## src/rtl/alu_muldiv.sv

```systemverilog
// ALU with single-cycle logic/arithmetic ops plus iterative radix-2 unsigned
// multiply and restoring divide behind a valid/ready request/result handshake.
module alu_muldiv #(
  parameter int unsigned WIDTH = 32
) (
  input  logic             clk,
  input  logic             rst_n,
  input  logic             in_valid,
  output logic             in_ready,
  input  logic [3:0]       op,
  input  logic [WIDTH-1:0] data0,
  input  logic [WIDTH-1:0] data1,
  output logic             out_valid,
  input  logic             out_ready,
  output logic [WIDTH-1:0] res_lo,
  output logic [WIDTH-1:0] res_hi,
  output logic             zero,
  output logic             overflow,
  output logic             div_by_zero
);

  localparam int unsigned CW = $clog2(WIDTH) + 1;

  localparam logic [3:0] OP_AND  = 4'b0000;
  localparam logic [3:0] OP_OR   = 4'b0001;
  localparam logic [3:0] OP_ADD  = 4'b0010;
  localparam logic [3:0] OP_SLTU = 4'b0011;
  localparam logic [3:0] OP_SUB  = 4'b0110;
  localparam logic [3:0] OP_SLT  = 4'b0111;
  localparam logic [3:0] OP_NOR  = 4'b1100;
  localparam logic [3:0] OP_MULU = 4'b1000;
  localparam logic [3:0] OP_DIVU = 4'b1001;

  typedef enum logic [1:0] {IDLE, MUL, DIV, DONE} state_t;

  state_t          state_q, state_d;
  logic [CW-1:0]    cnt_q, cnt_d;
  logic [WIDTH-1:0] opnd_q, opnd_d;
  logic [WIDTH-1:0] lo_q, lo_d;
  logic [WIDTH-1:0] hi_q, hi_d;
  logic             zero_q, zero_d;
  logic             ovf_q, ovf_d;
  logic             dbz_q, dbz_d;

  logic [WIDTH-1:0] sum, diff, alu_res;
  logic             alu_ovf;
  logic [WIDTH:0]   mul_sum;
  logic [WIDTH:0]   div_sh, div_sub;
  logic             div_ge;

  assign sum  = data0 + data1;
  assign diff = data0 - data1;

  always_comb begin
    alu_res = sum;
    alu_ovf = (data0[WIDTH-1] == data1[WIDTH-1]) && (sum[WIDTH-1] != data0[WIDTH-1]);
    case (op)
      OP_AND:  begin alu_res = data0 & data1;    alu_ovf = 1'b0; end
      OP_OR:   begin alu_res = data0 | data1;    alu_ovf = 1'b0; end
      OP_NOR:  begin alu_res = ~(data0 | data1); alu_ovf = 1'b0; end
      OP_SLTU: begin
        alu_res = {{(WIDTH-1){1'b0}}, (data0 < data1)};
        alu_ovf = 1'b0;
      end
      OP_SLT:  begin
        alu_res = {{(WIDTH-1){1'b0}}, ($signed(data0) < $signed(data1))};
        alu_ovf = 1'b0;
      end
      OP_SUB:  begin
        alu_res = diff;
        alu_ovf = (data0[WIDTH-1] != data1[WIDTH-1]) && (diff[WIDTH-1] != data0[WIDTH-1]);
      end
      default: ; // OP_ADD and all unassigned codes
    endcase
  end

  // Multiply: {hi,lo} is the partial product, multiplier shifts out of lo.
  assign mul_sum = {1'b0, hi_q} + (lo_q[0] ? {1'b0, opnd_q} : '0);
  // Divide: hi is the partial remainder, dividend shifts out of lo, quotient in.
  assign div_sh  = {hi_q, lo_q[WIDTH-1]};
  assign div_sub = div_sh - {1'b0, opnd_q};
  assign div_ge  = (div_sh >= {1'b0, opnd_q});

  always_comb begin
    state_d = state_q;
    cnt_d   = cnt_q;
    opnd_d  = opnd_q;
    lo_d    = lo_q;
    hi_d    = hi_q;
    zero_d  = zero_q;
    ovf_d   = ovf_q;
    dbz_d   = dbz_q;
    case (state_q)
      IDLE: begin
        if (in_valid) begin
          ovf_d = 1'b0;
          dbz_d = 1'b0;
          zero_d = 1'b0;
          if (op == OP_MULU) begin
            opnd_d  = data0;
            lo_d    = data1;
            hi_d    = '0;
            cnt_d   = CW'(WIDTH);
            state_d = MUL;
          end else if (op == OP_DIVU && data1 != '0) begin
            opnd_d  = data1;
            lo_d    = data0;
            hi_d    = '0;
            cnt_d   = CW'(WIDTH);
            state_d = DIV;
          end else if (op == OP_DIVU) begin
            lo_d    = '1;
            hi_d    = data0;
            dbz_d   = 1'b1;
            state_d = DONE;
          end else begin
            lo_d    = alu_res;
            hi_d    = '0;
            ovf_d   = alu_ovf;
            zero_d  = (alu_res == '0);
            state_d = DONE;
          end
        end
      end
      MUL: begin
        hi_d  = mul_sum[WIDTH:1];
        lo_d  = {mul_sum[0], lo_q[WIDTH-1:1]};
        cnt_d = cnt_q - CW'(1);
        if (cnt_q == CW'(1)) begin
          zero_d  = (lo_d == '0);
          state_d = DONE;
        end
      end
      DIV: begin
        hi_d  = div_ge ? div_sub[WIDTH-1:0] : div_sh[WIDTH-1:0];
        lo_d  = {lo_q[WIDTH-2:0], div_ge};
        cnt_d = cnt_q - CW'(1);
        if (cnt_q == CW'(1)) begin
          zero_d  = (lo_d == '0);
          state_d = DONE;
        end
      end
      DONE: begin
        if (out_ready) state_d = IDLE;
      end
      default: state_d = IDLE;
    endcase
  end

  always_ff @(posedge clk or negedge rst_n) begin
    if (!rst_n) begin
      state_q <= IDLE;
      cnt_q   <= '0;
      opnd_q  <= '0;
      lo_q    <= '0;
      hi_q    <= '0;
      zero_q  <= 1'b0;
      ovf_q   <= 1'b0;
      dbz_q   <= 1'b0;
    end else begin
      state_q <= state_d;
      cnt_q   <= cnt_d;
      opnd_q  <= opnd_d;
      lo_q    <= lo_d;
      hi_q    <= hi_d;
      zero_q  <= zero_d;
      ovf_q   <= ovf_d;
      dbz_q   <= dbz_d;
    end
  end

  assign in_ready    = (state_q == IDLE);
  assign out_valid   = (state_q == DONE);
  assign res_lo      = lo_q;
  assign res_hi      = hi_q;
  assign zero        = zero_q;
  assign overflow    = ovf_q;
  assign div_by_zero = dbz_q;

endmodule

```

## config.mk

```make
export PLATFORM = sky130hd
export DESIGN_NAME = alu_muldiv
export DESIGN_NICKNAME = d
export VERILOG_FILES = /design/src/rtl/alu_muldiv.sv
export SDC_FILE = /design/constraint.sdc
export NUM_CORES = 1
export LEC_CHECK = 0
export CAP_MARGIN = 30
export CORE_UTILIZATION = 25
export CTS_CLUSTER_DIAMETER = 50
export DETAILED_ROUTE_END_ITERATION = 6
export GPL_TIMING_DRIVEN = 0
export PLACE_DENSITY = 0.48
export SLEW_MARGIN = 5
export SYNTH_ARGS = -nofsm -noshare
export SYNTH_HDL_FRONTEND = slang
export SYNTH_SLANG_ARGS = --single-unit
```

## constraint.sdc

```tcl
create_clock -name clk -period 7.6 [get_ports clk]
set_clock_uncertainty 0.1 [all_clocks]
set_input_delay 1.9 -clock clk [delete_from_list [all_inputs] [get_ports clk]]
set_output_delay 1.9 -clock clk [all_outputs]
set_load 0.05 [all_outputs]
```

==> results of run 1 <==
-- state kept, by name, summed over array words and instances, names as in the netlist --
name and count:
zero 1, res_lo 32, opnd_q 32, cnt_q 6, state_q 2, res_hi 32
div_by_zero 1, overflow 1
-- per-stage QoR --
step / std cells / power, mW / area (um2) / util
after detailed placement: 3164 / 7.83 / 18300 / 0.295
after global placement: 3159 / 7.79 / 18300 / 0.294
final: 3180 / 8.43 / 18600 / 0.300
after floorplan: 2183 / 5.64 / 15800 / -
after global routing: 3180 / 9.02 / 18600 / 0.300
after CTS: 3180 / 8.34 / 18600 / 0.300
-- power groups by stage --
stage	clock (mW)	combinational [mW]	sequential, mW
2_1_floorplan	0	3.94	1.70
3_3_place_gp	0	6.41	1.38
3_5_place_dp	0	6.45	1.38
4_1_cts	0.490	6.49	1.37
5_1_grt	0.508	7.10	1.41
6_report	0.484	6.56	1.38
-- layout by cell type, fill, tap and decap left out, types with 20 or more instances in the layout --
| master | n |
|---|---|
| nand2_1 | 208 |
| o31ai_1 | 23 |
| a211oi_1 | 29 |
| a221oi_1 | 54 |
| xnor2_1 | 40 |
| nor2_1 | 207 |
| nor4_1 | 29 |
| a22oi_1 | 41 |
| inv_1 | 152 |
| nor2b_1 | 20 |
| clkdlybuf4s50_1 | 138 |
| clkbuf_1 | 108 |
| o21ai_0 | 106 |
| nand2b_1 | 25 |
| a22o_1 | 31 |
| buf_2 | 24 |
| a31oi_1 | 65 |
| nor3_1 | 60 |
| a21o_1 | 42 |
| o22ai_1 | 29 |
| dfrtp_1 | 107 |
| nand3_1 | 39 |
| and2_1 | 42 |
| a21oi_1 | 191 |
| ha_1 | 167 |
-- final timing paths --
path,start,endpoint,slack (ns),cells after the start
max,op[0],zero,0.62,13
min,div_by_zero,div_by_zero,0.41,1
max reg2reg,res_lo[0],res_hi[31],2.97,15
min reg2reg,div_by_zero,div_by_zero,0.41,1
max in group asynchronous,rst_n,res_lo[11],5.36,2
min in group asynchronous,rst_n,res_hi[28],1.31,1
-- worst max-delay path, cell delays in order --
cell             delay [ns]
clkdlybuf4s50_1        0.55
nand4bb_1              0.15
clkbuf_1               0.44
o31a_1                 0.23
buf_2                  0.34
clkbuf_1               0.81
clkbuf_1               0.78
a21oi_1                0.15
o21ai_0                0.67
nand4_1                0.17
nor4_1                 0.68
nand2_1                0.14
o21ai_2                0.16
-- area by class of cell --
type | instances | area, um2
buffer | 138 | 564
fill | 6872 | 43500
multi-input combinational | 1785 | 12000
clock inverter | 4 | 33.8
sequential | 107 | 2680
tap | 837 | 1050
clock buffer | 12 | 256
inverter | 153 | 574
timing repair buffer | 144 | 1460
-- routing by layer --
metal / vias up / track usage
met5: - / 0
met4: 0 / 0.0918
met3: 163 / 0.0264
met2: 894 / 0.429
met1: 9064 / 0.337
li1: 8431 / -
-- cells by family after synthesis --
group | synth area share
buffers and inverters | 0.0720
XOR/XNOR | 0.0316
adder cells (fa/ha/maj) | 0.137
multiplexers | 0.0157
AO/OA/AOI/OAI | 0.353
flip-flops | 0.169
AND/OR/NAND/NOR | 0.221
==> impl_metrics.toml, run 1 <==
[status]
outcome = "finished clean"

[cells_and_area]
n_antenna_cell = 0
syn2layout_area_growth_pct = 17.7
drive_gt1_frac = 0.0423
nets = 2581

[timing]
report.final.slew_viol_count = 0
fmax_mhz = 143
fin_ws_ns = 0.617
tightest_slew_ns = 1.02
hold_viol_final = 0
rsz0062_at_grt = "false"
fin_crit_sh = 0.919
period_minus_slack_ns = 6.98
holdWs_ns = 0.408
setup-tns-final_ns = 0
setup_violations = 0
slew-limit-headroom = 0.311

[global_routing]
antenna_found_initial = 0
grt_pass1_wl_mm = 121
grt_max_degree = 77
grt-ovfl-total = 0
grt_pass1_vias = 18100
track_usage = 0.255

[cts]
tritoncts = "done"
h-tree-depth = 3
post_cts_buffers = 0
clock-sinks = 107
path_clk_slew_ns = 0.08
ctsHoldBuffers = 0
cts_inserted_buffers = 9
cts-root-buf = "clkbuf_16"
clockBufferDepth = 2
cts_resized = 0
clk_latency_ns = 0.37

[synthesis]
synth_area_leaders = "dfrtp_1, ha_1, a21oi_1"
postSynthCellCount = 2183
syn_nets = 2426
yosysMostFrequentCell = "nand2_1"
ys_ff_latch = 107
syn_area_mm2 = 0.0158
synth_flop_cell = "dfrtp_1"
yosysTopAreaCell = "dfrtp_1"
synth-async-reset-ratio = 1.00
synth-edff-count = 0
synth_top_area_frac = 0.169
ys_warn_count = 0
ys_seq_area_frac = 0.169
synth_common_cells = "nand2_1, nor2_1, a21oi_1"
postSynthAreaPerCell_um2 = 7.25
ys_types = 95

[drt]
drt-pass1-iter-count = 6
wl_mm = 83.4
drc = 0
wl_per_cell_um = 26.2
vias = 18600
top_layer = "met4"
drt_iter0_drc = 1717
met3_length_mm = 5.19
wl_met1_mm = 36.5
final_antenna_net_count = 0
routed-wl-met2_mm = 38.8
viasPerCell = 5.83

[power]
vdd_drop_max_mv = 0.146
swShare = 0.586
p_comb_frac = 0.778
clkPwrFrac = 0.057
power_density_mw_per_mm2 = 453
switchingPower_mw = 4.94
pwr-share-seq = 0.164
power_leakage_nw = 7.73
internal-power_mw = 3.49

[die]
die-area_mm2 = 0.0643
rows = 91
io_pins = 141
die_w_um = 254
initial_core_util = 0.254
core_mm2 = 0.0622
fp.dieH_um = 254

[placement]
dp_slack_ns = 0.475
portBuffers = 139
dp_hpwl_mm = 67.2
place_congestion = 0.979

[critical_path]
critPathKind = "in -> reg"
worst_ep_arrival_time_ns = 7.19
cp_max_fo = 10
crit_path_start_kind = "input pin"
worst_ep_required_time_ns = 7.80
cp-end-kind = "register"

[hold_path]
hold_path_class = "reg -> reg"

[run]
maxCapViolCount = 0
Power figures use the tool's default switching activity.
==> run 2, diff against run 1 <==
--- a/config.mk
+++ b/config.mk
@@ -6,11 +6,13 @@
 export NUM_CORES = 1
 export LEC_CHECK = 0
 export CAP_MARGIN = 30
+export CORE_ASPECT_RATIO = 0.8
 export CORE_UTILIZATION = 25
 export CTS_CLUSTER_DIAMETER = 50
 export DETAILED_ROUTE_END_ITERATION = 6
 export GPL_TIMING_DRIVEN = 0
-export PLACE_DENSITY = 0.48
+export PLACE_DENSITY = 0.49
+export SETUP_SLACK_MARGIN = 0.15
 export SLEW_MARGIN = 5
 export SYNTH_ARGS = -nofsm -noshare
 export SYNTH_HDL_FRONTEND = slang
==> constraint.sdc (replaced) <==
create_clock -name clk -period 5.8 [get_ports clk]
set_clock_uncertainty 0.1 [all_clocks]
set_input_delay 1.45 -clock clk [delete_from_list [all_inputs] [get_ports clk]]
set_output_delay 1.45 -clock clk [all_outputs]
set_load 0.05 [all_outputs]
==> run 2 against run 1 <==
- clock power up 39%
- flip-flop and latch count unchanged
- utilization up 0.30 points
- critical endpoint unchanged
- largest power group unchanged
- highest routed layer unchanged
==> impl_metrics.toml, run 2 (synthesized netlist as in run 1, its figures left out) <==
[global_routing]
track_usage = 0.260
antenna_found_initial = 1
grt_pass1_wl_mm = 123
grt_max_degree = 84
grt-ovfl-total = 0
grt_pass1_vias = 17400

[status]
outcome = "finished clean"

[hold_path]
holdPathEnd = "cnt_q[1]"
hold_path_depth = 2
worstHoldStart = "cnt_q[1]"
hold_path_class = "reg -> reg"

[cells_and_area]
nets = 2589
most-common-layout-cells = "nand2_1, nor2_1, a21oi_1"
register_area_mm2 = 0.00268
multi_input_area_mm2 = 0.0122
layout_commonest_cell = "nand2_1"
stdcell_area_mm2 = 0.0189
syn2layout_area_growth_pct = 19.7
fill_cells = 6844
drive_gt1_frac = 0.0591
n_antenna_cell = 0

[die]
fp.dieH_um = 227
rows = 82
die_w_um = 283
initial_core_util = 0.253
io_pins = 141
die-area_mm2 = 0.0643
core_mm2 = 0.0626

[placement]
dp_hpwl_mm = 69.8
portBuffers = 139
post_dp_cell_area_mm2 = 0.0183
place_congestion = 0.969
dp_slack_ns = -1.15

[cts]
tritoncts = "done"
clk_latency_ns = 0.38
clock-sinks = 107
ctsHoldBuffers = 0
h-tree-depth = 3
cts_inserted_buffers = 9
clockBufferDepth = 2
cts-root-buf = "clkbuf_16"
path_clk_slew_ns = 0.08

[power]
power_leakage_nw = 7.96
power_density_mw_per_mm2 = 597
vdd_drop_max_mv = 0.303

[timing]
report.final.slew_viol_count = 0
setup_violations = 0
fmax_mhz = 176
rsz0062_at_grt = "false"
slew-limit-headroom = 0.277
fin_ws_ns = 0.129
hold_viol_final = 0
tightest_slew_ns = 1.07
period_minus_slack_ns = 5.67
setup-tns-final_ns = 0
fin_crit_sh = 0.978
holdWs_ns = 0.425

[drt]
drt-pass1-iter-count = 6
wl_mm = 86.4
vias = 19000
drt_iter0_drc = 2450
routed-wl-met2_mm = 34.1
final_antenna_net_count = 0
top_layer = "met4"
wl_per_cell_um = 27.1
met3_length_mm = 8.84
viasPerCell = 5.97
wl_met1_mm = 42.1
drc = 0

[critical_path]
critPathKind = "in -> reg"
reg2reg_from = "res_lo[0]"
crit_path_max_incr_delay_ns = 0.76
critPathSlowestCell = "clkbuf_1"
worst_ep_arrival_time_ns = 5.88
r2r_slack_ns = 1.04
worst_ep_required_time_ns = 6.01
reg2reg_depth = 15
cpMostUsedCell = "nand4_1"
crit_path_start_kind = "input pin"
timing.rr.end = "res_hi[31]"
cp-end-kind = "register"
cp_max_fo = 10
path_cells = "clkdlybuf4s50_1, clkinv_1, or4b_1, clkbuf_1, clkbuf_2, o221ai_1, a22oi_1, nand4_1, nor4b_1, nand4_1, nor4_4, nand2_1, o21ai_2"

[run]
maxCapViolCount = 0
run 2: cell count changes in the layout (fill, tap and decap cells not counted), sizes merged:
cell and change:
inv +1, buf +5, dlymetal6s2s +10, clkinvlp -1, clkinv +1, dlygate4sd2 +3
clkdlybuf4s15 +1, bufinv +1, clkdlybuf4s50 -13
run 2: layout make-up:
cell class	instances	area share
buffer	138	0.0307
clock buffer	10	0.0126
clock inverter	6	0.00330
inverter	153	0.0303
multi-input combinational	1785	0.644
sequential	107	0.141
tap	840	0.0555
timing repair buffer	152	0.0817
run 2: worst max-delay path by stage:
stage	endpoint	start	slack, ns
floorplan	zero	data0[0]	1.45
global placement	res_lo[10]	rst_n	-1.56
detailed placement	zero	data0[0]	-1.15
CTS	zero	data1[8]	0.18
global route	zero	data1[7]	0.12
finish	zero	op[1]	0.13
run 2: repair_timing:
item	in CTS	in global routing
gates resized for setup	26	42
pin swaps	2	4
endpoints found under the setup margin	9	30
buffers inserted	0	7
run 2: per-layer routing:
metal | vias to the layer above | global-route usage
met4 | 0 | 0.0459
met2 | 1090 | 0.363
met1 | 9401 | 0.405
met5 | - | 0
met3 | 98 | 0.0536
li1 | 8454 | -
run 2: through the flow:
| stage | total power, mW | utilization | instances |
|---|---|---|---|
| after CTS | 11.1 | 0.300 | 3183 |
| after floorplan | 7.39 | - | 2183 |
| after global placement | 10.3 | 0.292 | 3162 |
| final | 11.3 | 0.303 | 3191 |
| after detailed placement | 10.3 | 0.293 | 3167 |
| after global routing | 12.0 | 0.303 | 3191 |
run 2: power by group:
group | internal (mW) | switching (mW) | leakage [nW]
logic | 3.13 | 5.68 | 6.50
clock network | 0.349 | 0.325 | 0.153
registers | 1.14 | 0.677 | 1.31
total | 4.62 | 6.68 | 7.96
run 2: worst max-delay path: cells and delay by family:
family / cells / cell delay, ns
buffers and inverters: 4 / 2.18
and+or+nand+nor: 6 / 1.57
AOI/OAI and AO/OA: 3 / 0.66
==> run 3, diff against run 2 <==
--- a/config.mk
+++ b/config.mk
@@ -10,8 +10,9 @@
 export CORE_UTILIZATION = 25
 export CTS_CLUSTER_DIAMETER = 50
 export DETAILED_ROUTE_END_ITERATION = 6
+export DONT_BUFFER_PORTS = 1
 export GPL_TIMING_DRIVEN = 0
-export PLACE_DENSITY = 0.49
+export PLACE_DENSITY = 0.47
 export SETUP_SLACK_MARGIN = 0.15
 export SLEW_MARGIN = 5
 export SYNTH_ARGS = -nofsm -noshare
==> run 3 against run 2 <==
- combinational power shrank 16%
- largest power group unchanged
- register-to-register slack lost 0.31 ns
- final area shrank 8.8%
- die area is the same
- setup slack lost 0.11 ns
- fmax shrank 2.0%
- non-clock buffer count shrank 146
- cell count shrank 4.5%
- routed wire length shrank 0.26%
- via count shrank 3.9%
- first-iteration DRC count grew 0.24%
- global-route usage is essentially flat
==> impl_metrics.toml, run 3 (synthesized netlist as in run 1, its figures left out) <==
[placement]
dp_hpwl_mm = 69.2
portBuffers = 0
place_congestion = 1.01
dp_cells = 3027

[drt]
wl_mm = 86.2
final_antenna_net_count = 0
drt_iter0_drc = 2456
drt-pass1-iter-count = 6
wl_per_cell_um = 28.3
vias = 18300
drc = 0
viasPerCell = 6.01

[cells_and_area]
final_core_util = 0.276
drive_gt1_frac = 0.0481
layout_commonest_cell = "nand2_1"
most-common-layout-cells = "nand2_1, nor2_1, a21oi_1"
instances_no_fill = 3046
syn2layout_area_growth_pct = 9.13
nets = 2443

[timing]
fin_crit_sh = 0.997
setup_violations = 0
rsz0062_at_grt = "false"
hold_viol_final = 0
fmax_mhz = 173
setup-tns-final_ns = 0
slew-limit-headroom = 0.257
tightest_slew_ns = 1.11
period_minus_slack_ns = 5.79
report.final.slew_viol_count = 0

[global_routing]
antenna_found_initial = 0
grt_pass1_wl_mm = 123
grt.busiest_layer = "met1"
grt_max_degree = 108
track_usage = 0.260
grt_use_met1 = 0.375
use_met2 = 0.363
grt_util_met3 = 0.0923
grt_pass1_vias = 17100
grt-ovfl-total = 0

[hold_path]
hold_path_class = "reg -> reg"
holdPathEnd = "cnt_q[1]"
worstHoldStart = "cnt_q[1]"
hold_path_depth = 2

[cts]
post_cts_buffers = 0
clk_latency_ns = 0.38
h-tree-depth = 3
cts_inserted_buffers = 9
clockBufferDepth = 2
cts-root-buf = "clkbuf_16"
path_clk_slew_ns = 0.08
tritoncts = "done"
clock-sinks = 107

[critical_path]
cp-end-kind = "register"
r2r_slack_ns = 0.73
timing.rr.end = "res_hi[31]"
crit_path_start_kind = "input pin"
reg2reg_from = "res_lo[0]"
critPathKind = "in -> reg"
reg2reg_depth = 15
worst_ep_required_time_ns = 6.01
worst_ep_arrival_time_ns = 6.00
cp_max_fo = 10

[die]
core_mm2 = 0.0626
io_pins = 141
die_w_um = 283
initial_core_util = 0.253
die-area_mm2 = 0.0643
rows = 82
fp.dieH_um = 227

[status]
outcome = "finished clean"

[power]
power_density_mw_per_mm2 = 621
power_leakage_nw = 7.22
vdd_drop_max_mv = 0.289
fin_total_pwr_mw = 10.7

[run]
maxCapViolCount = 0
## run 3: cell count changes in the layout (fill, tap and decap cells not counted), sizes merged
cell,delta
clkbuf,-1
dlymetal6s2s,-10
diode,+1
clkdlybuf4s50,-125
inv,-1
clkinvlp,+1
dlygate4sd2,-3
buf,-6
clkdlybuf4s15,-1
## run 3: timing repair
| item | in CTS | in global routing |
|---|---|---|
| resized for setup | 1 | 8 |
| endpoints found under the setup margin | 1 | 2 |
| hold buffers | 0 | 0 |
| hold endpoints to repair | 0 | 0 |
## run 3: final cells by class
type,instances,area [um2]
fill,6978,45300
multi-input combinational,1785,12000
sequential,107,2680
tap,840,1050
inverter,153,574
buffer,138,569
clock buffer,10,239
clock inverter,6,72.6
timing repair buffer,6,58.8
antenna,1,2.50
## run 3: stage by stage
stage / area (um2) / hold WS (ns) / worst slack, ns
after detailed placement: 16900 / 0.412 / -0.346
after global routing: 17300 / 0.492 / 0.151
after CTS: 17200 / 0.436 / 0.166
after global placement: 16900 / 0.400 / -0.619
final: 17300 / 0.429 / 0.0149
after floorplan: 15800 / 0.372 / 1.45
## run 3: per-layer routing
layer | part of all wire | wire length [um] | up-vias
li1 | - | - | 8140
met1 | 0.46 | 39500 | 8951
met2 | 0.39 | 33600 | 1079
met3 | 0.13 | 11000 | 128
met4 | 0.025 | 2150 | 0
met5 | 0 | 0 | -
## run 3: how the worst max path moves through the flow
stage / slack (ns) / from / endpoint
after global placement: -0.62 / op[2] / zero
after CTS: 0.17 / op[2] / zero
after floorplan: 1.45 / data0[0] / zero
after detailed placement: -0.35 / op[2] / zero
after global routing: 0.15 / op[0] / zero
final: 0.01 / op[0] / zero
## run 3: critical path, stage by stage
cell and delay [ns]:
clkbuf_1 0.62, clkbuf_1 0.79, buf_1 0.84, o22ai_1 0.15, nand2_1 0.13, o41ai_1 0.08, a311oi_1 0.76, nand4b_1 0.17
nor4_1 0.68, nand2_1 0.14, o21ai_2 0.16
## run 3: power breakdown
group	switching, mW	internal (mW)
registers	1.50	1.12
logic	4.69	2.73
clock network	0.338	0.352
total	6.52	4.20
